==> config.mk <==
export PLATFORM = sky130hd
export DESIGN_NAME = unsigned_mul_8x8_ha_array_accum
export DESIGN_NICKNAME = d
export VERILOG_FILES = /design/src/rtl/unsigned_mul_8x8_ha_array_accum.sv
export SDC_FILE = /design/constraint.sdc
export NUM_CORES = 1
export LEC_CHECK = 0
export ABC_AREA = 1
export ABC_CLOCK_PERIOD_IN_PS = 8200
export CAP_MARGIN = 20
export CORE_ASPECT_RATIO = 1.2
export CORE_UTILIZATION = 65
export CTS_CLUSTER_DIAMETER = 50
export DETAILED_ROUTE_END_ITERATION = 12
export DONT_BUFFER_PORTS = 1
export PLACE_DENSITY_LB_ADDON = 0.25
export SETUP_SLACK_MARGIN = 0.02
export SLEW_MARGIN = 25
export SYNTH_ARGS = -nofsm -noshare
export SYNTH_HDL_FRONTEND = slang
export SYNTH_SLANG_ARGS = --single-unit
==> constraint.sdc <==
create_clock -name clk -period 8.2 [get_ports clk]
set_clock_uncertainty 0.05 [all_clocks]
set_input_delay 1.23 -clock clk [delete_from_list [all_inputs] [get_ports clk]]
set_output_delay 1.23 -clock clk [all_outputs]
set_load 0.05 [all_outputs]
==> src/rtl/unsigned_mul_8x8_ha_array_accum.sv <==
// Sequential reducer for the four row pairs of an 8x8 half-adder-array partial-product
// generator: one weighted array is folded into a 16-bit accumulator per cycle.
module unsigned_mul_8x8_ha_array_accum #(
    parameter int TRUNC_LSB = 0
) (
    input  logic        clk,
    input  logic        rst_n,
    input  logic        in_valid,
    output logic        in_ready,
    input  logic [6:0]  ha_array_0_b,
    input  logic [6:0]  ha_array_1_b,
    input  logic [6:0]  ha_array_2_b,
    input  logic [6:0]  ha_array_3_b,
    input  logic [8:0]  ha_array_0_t,
    input  logic [8:0]  ha_array_1_t,
    input  logic [8:0]  ha_array_2_t,
    input  logic [8:0]  ha_array_3_t,
    output logic        out_valid,
    input  logic        out_ready,
    output logic [15:0] product
);

    typedef enum logic [1:0] {
        IDLE = 2'd0,
        ACC  = 2'd1,
        DONE = 2'd2
    } state_t;

    localparam logic [15:0] KEEP_MASK = 16'hFFFF << TRUNC_LSB;

    state_t      state_q, state_d;
    logic [15:0] acc_q;
    logic [1:0]  cnt_q;
    logic        out_valid_q;
    logic [15:0] product_q;
    logic        accept;

    logic [8:0]  t_in [4];
    logic [6:0]  b_in [4];
    logic [8:0]  t_q  [4];
    logic [6:0]  b_q  [4];
    logic [9:0]  row  [4];
    logic [15:0] contrib [4];

    assign t_in[0] = ha_array_0_t;
    assign t_in[1] = ha_array_1_t;
    assign t_in[2] = ha_array_2_t;
    assign t_in[3] = ha_array_3_t;
    assign b_in[0] = ha_array_0_b;
    assign b_in[1] = ha_array_1_b;
    assign b_in[2] = ha_array_2_b;
    assign b_in[3] = ha_array_3_b;

    assign accept = in_valid & in_ready;

    // Capture each array on accept; row k carries weight 4^k inside the product.
    for (genvar gi = 0; gi < 4; gi++) begin : g_array
        always_ff @(posedge clk) begin
            if (!rst_n) begin
                t_q[gi] <= '0;
                b_q[gi] <= '0;
            end else if (accept) begin
                t_q[gi] <= t_in[gi];
                b_q[gi] <= b_in[gi];
            end
        end

        assign row[gi]     = {1'b0, t_q[gi]} + {1'b0, b_q[gi], 2'b00};
        assign contrib[gi] = {6'b0, row[gi]} << (2 * gi);
    end

    always_ff @(posedge clk) begin
        if (!rst_n) begin
            state_q <= IDLE;
        end else begin
            state_q <= state_d;
        end
    end

    always_comb begin
        state_d = state_q;
        case (state_q)
            IDLE:    if (in_valid)                  state_d = ACC;
            ACC:     if (cnt_q == 2'd3)             state_d = DONE;
            DONE:    if (out_valid_q && out_ready)  state_d = IDLE;
            default:                                state_d = IDLE;
        endcase
    end

    always_comb begin
        in_ready  = (state_q == IDLE);
        out_valid = out_valid_q;
        product   = product_q;
    end

    // The DONE cycle before out_valid_q rises registers the truncated result.
    always_ff @(posedge clk) begin
        if (!rst_n) begin
            acc_q       <= '0;
            cnt_q       <= '0;
            out_valid_q <= 1'b0;
            product_q   <= '0;
        end else begin
            case (state_q)
                IDLE: begin
                    if (accept) begin
                        acc_q <= '0;
                        cnt_q <= '0;
                    end
                end
                ACC: begin
                    acc_q <= acc_q + contrib[cnt_q];
                    cnt_q <= cnt_q + 2'd1;
                end
                DONE: begin
                    if (!out_valid_q) begin
                        out_valid_q <= 1'b1;
                        product_q   <= acc_q & KEEP_MASK;
                    end else if (out_ready) begin
                        out_valid_q <= 1'b0;
                    end
                end
                default: begin
                    out_valid_q <= 1'b0;
                end
            endcase
        end
    end

endmodule

==> flow_summary.json <==
{
  "wl_per_cell_um": 14.3,
  "start_util_pct": 68.2,
  "timing.final.crit_period_ns": 3.27,
  "clkTransAtPathRegs_ns": 0.10,
  "ir_drop_mv": 0.164,
  "synth.distinct_cells": 40,
  "h-tree-depth": 3,
  "drv_slew": 0,
  "startpoint_type": "flip-flop",
  "wl_um": 12200,
  "setup_viol": 0,
  "dp_hpwl_um": 9160,
  "path_max_fanout": 5,
  "grt_overflow_total": 0,
  "dr.pass1.iters": 5,
  "numCtsBuffers": 9,
  "timing.final.ws_setup_ns": 4.93,
  "max_slew.worst_pin.slew_ns": 0.768,
  "fin_cells": 851,
  "place.gp.congestion": 0.846,
  "dr_total_vias": 4728,
  "core_region_area_mm2": 0.00870,
  "hold_violations": 0,
  "clockBufferDepth": 2,
  "dp.cells": 835,
  "cts_tree": "yes",
  "rsz0062_at_grt": "false",
  "leakagePower_nw": 3.09,
  "io-pin-count": 86,
  "endpoint_kind": "flip-flop",
  "cts_resized": 0,
  "std_cell_rows": 37,
  "die_w_um": 89.2,
  "post_cts_buffers": 0,
  "seq_area_frac_synth_pct": 44.9,
  "criticalPathCategory": "flip-flop to flip-flop",
  "drtIter0Drc": 230,
  "ctsRootBufferMaster": "clkbuf_8",
  "ant_nets": 0,
  "yosys-top-cells-area": "edfxtp_1 32%, dfxtp_1 12%, ha_1 9.5%",
  "dp_slack_ns": 5.01,
  "synth_top_cell_by_area": "edfxtp_1",
  "synth_top_area_share_pct": 32.4,
  "cap_violations": 0,
  "rrSetupSlack_ns": 4.93,
  "ctsHoldBuffers": 0,
  "synth-seq-cells": 101,
  "dieArea_mm2": 0.00952,
  "netlist_area_mm2": 0.00593,
  "syn_inst": 735,
  "post-route-period-util_pct": 39.9,
  "drive_above_1_share_pct": 4.50,
  "synth.net_count": 853,
  "cts.sinks": 101,
  "worst-endpoint-required_ns": 8.45,
  "drc": 0,
  "fmax_mhz": 306,
  "area_growth_pct": 5.31,
  "powerDensity_mw_per_mm2": 230,
  "total_power_mw": 1.43,
  "grt_antenna_before_repair": 0,
  "grt_pass1_wl_um": 19800,
  "place_area_mm2": 0.00601,
  "cp.arrival_ns": 3.52,
  "grt_usage_pct": 27.4,
  "outcome": "complete, no violations",
  "layout.nets": 847,
  "dieHeight_um": 107,
  "vias_per_cell": 5.56,
  "antenna_cells": 0,
  "insertion_delay_ns": 0.37,
  "grt_pass1_vias": 4491,
  "maxSlewHeadroom_pct": 48.8,
  "io_buffer_count": 0,
  "hp-class": "flip-flop to flip-flop",
  "tns_ns": 0,
  "grt_max_degree": 65,
  "avgSynthCellArea_um2": 8.07,
  "finalInstanceArea_mm2": 0.00625,
  "synth_warnings": 0
}
[path summary, 6_finish.rpt]
check / end / start / cells past startpoint
hold reg to reg: acc_q[15]$_SDFFE_PN0P_ / acc_q[15]$_SDFFE_PN0P_ / 2
setup reg to reg: acc_q[15]$_SDFFE_PN0P_ / t_q[0][2]$_SDFFCE_PN0P_ / 22
setup / recovery: acc_q[15]$_SDFFE_PN0P_ / t_q[0][2]$_SDFFCE_PN0P_ / 22
hold / removal: acc_q[15]$_SDFFE_PN0P_ / acc_q[15]$_SDFFE_PN0P_ / 2
[worst max-delay path: stages (launching register included)]
cell	delay (ns)
edfxtp_1	0.35
ha_1	0.21
inv_1	0.07
fa_1	0.36
inv_1	0.12
nand2_1	0.07
a21oi_1	0.17
o21ai_0	0.10
nand2_1	0.07
nor2_1	0.06
a21oi_1	0.14
o22ai_1	0.09
ha_1	0.41
nand2_1	0.12
nor2_1	0.13
nand2_1	0.06
nand2_1	0.18
nand2_1	0.07
nand2_1	0.08
inv_1	0.05
nand2_1	0.05
nand3_1	0.07
a21oi_1	0.15
[registers in the layout, indices dropped and copies added, names as in the netlist]
register / cells
acc_q: 16
state_q: 2
b_q: 28
out_valid: 1
cnt_q: 2
t_q: 36
product: 16
[per-stage QoR]
stage / utilization (%) / hold WS, ns
detailed placement: 69.1 / 0.434
global route: 71.8 / 0.473
finish: 71.8 / 0.451
CTS: 71.8 / 0.448
global placement: 69.1 / 0.418
floorplan: - / 0.407
[synth_stat cells, drive strengths merged]
library cell,instances
o21ai,41
dfxtp,37
o21a,2
clkbuf,8
or2,2
a31oi,2
ha,45
a31o,1
nor3,6
o211ai,3
nor2,125
o22ai,1
nand2,129
nand4,7
xnor2,3
xor2,7
edfxtp,64
buf,12
nand3,33
inv,118
a211oi,1
nand3b,4
a21oi,75
o21bai,1
o221ai,1
a21o,1
a21boi,1
fa,5
[routing by layer]
metal	vias up	global-route usage, %	wire length [um]
li1	2385	-	-
met1	2169	33.6	5340
met2	150	47.3	5960
met3	24	4.85	565
met4	0	11.0	310
met5	-	0	0
[area by class of cell]
cell class / count / area [um^2]
tap: 117 / 146
sequential: 101 / 2660
timing repair buffer: 3 / 22.5
multi-input combinational: 496 / 2740
inverter: 118 / 443
clock inverter: 7 / 113
clock buffer: 9 / 124
fill: 701 / 2450
[power by group]
| group | leakage, nW | switching [mW] | total [mW] | internal, mW |
|---|---|---|---|---|
| clock network | 0.121 | 0.169 | 0.371 | 0.202 |
| logic | 1.98 | 0.251 | 0.376 | 0.125 |
| registers | 0.990 | 0.0778 | 0.687 | 0.609 |
| total | 3.09 | 0.498 | 1.43 | 0.936 |
[logic make-up after synthesis]
group | synth area share, %
and+or+nand+nor | 21.9
adders and majority gates | 11.2
buffers and inverters | 9.02
xor gates and xnor gates | 1.48
DFF | 44.9
AOI/OAI and AO/OA | 11.6
[placed cells by master (no fill, tap or decap), types with 2 or more instances in the layout]
master and count:
edfxtp_1 64, a21oi_1 75, nand3b_1 4, ha_1 45, nand2_2 2, nand2_1 127, xor2_1 7, xnor2_1 3
o211ai_1 3, nor3_1 5, nor2_4 2, nand3_1 32, clkbuf_8 9, nor2_8 2, nand4_1 7, o21ai_0 40
a31oi_1 2, fa_1 5, bufinv_16 3, nor2_1 120, o21a_1 2, dfxtp_1 37, inv_1 115, clkinv_2 2
buf_4 3, inv_2 3
Note: power is estimated with default switching activity, not from simulation.
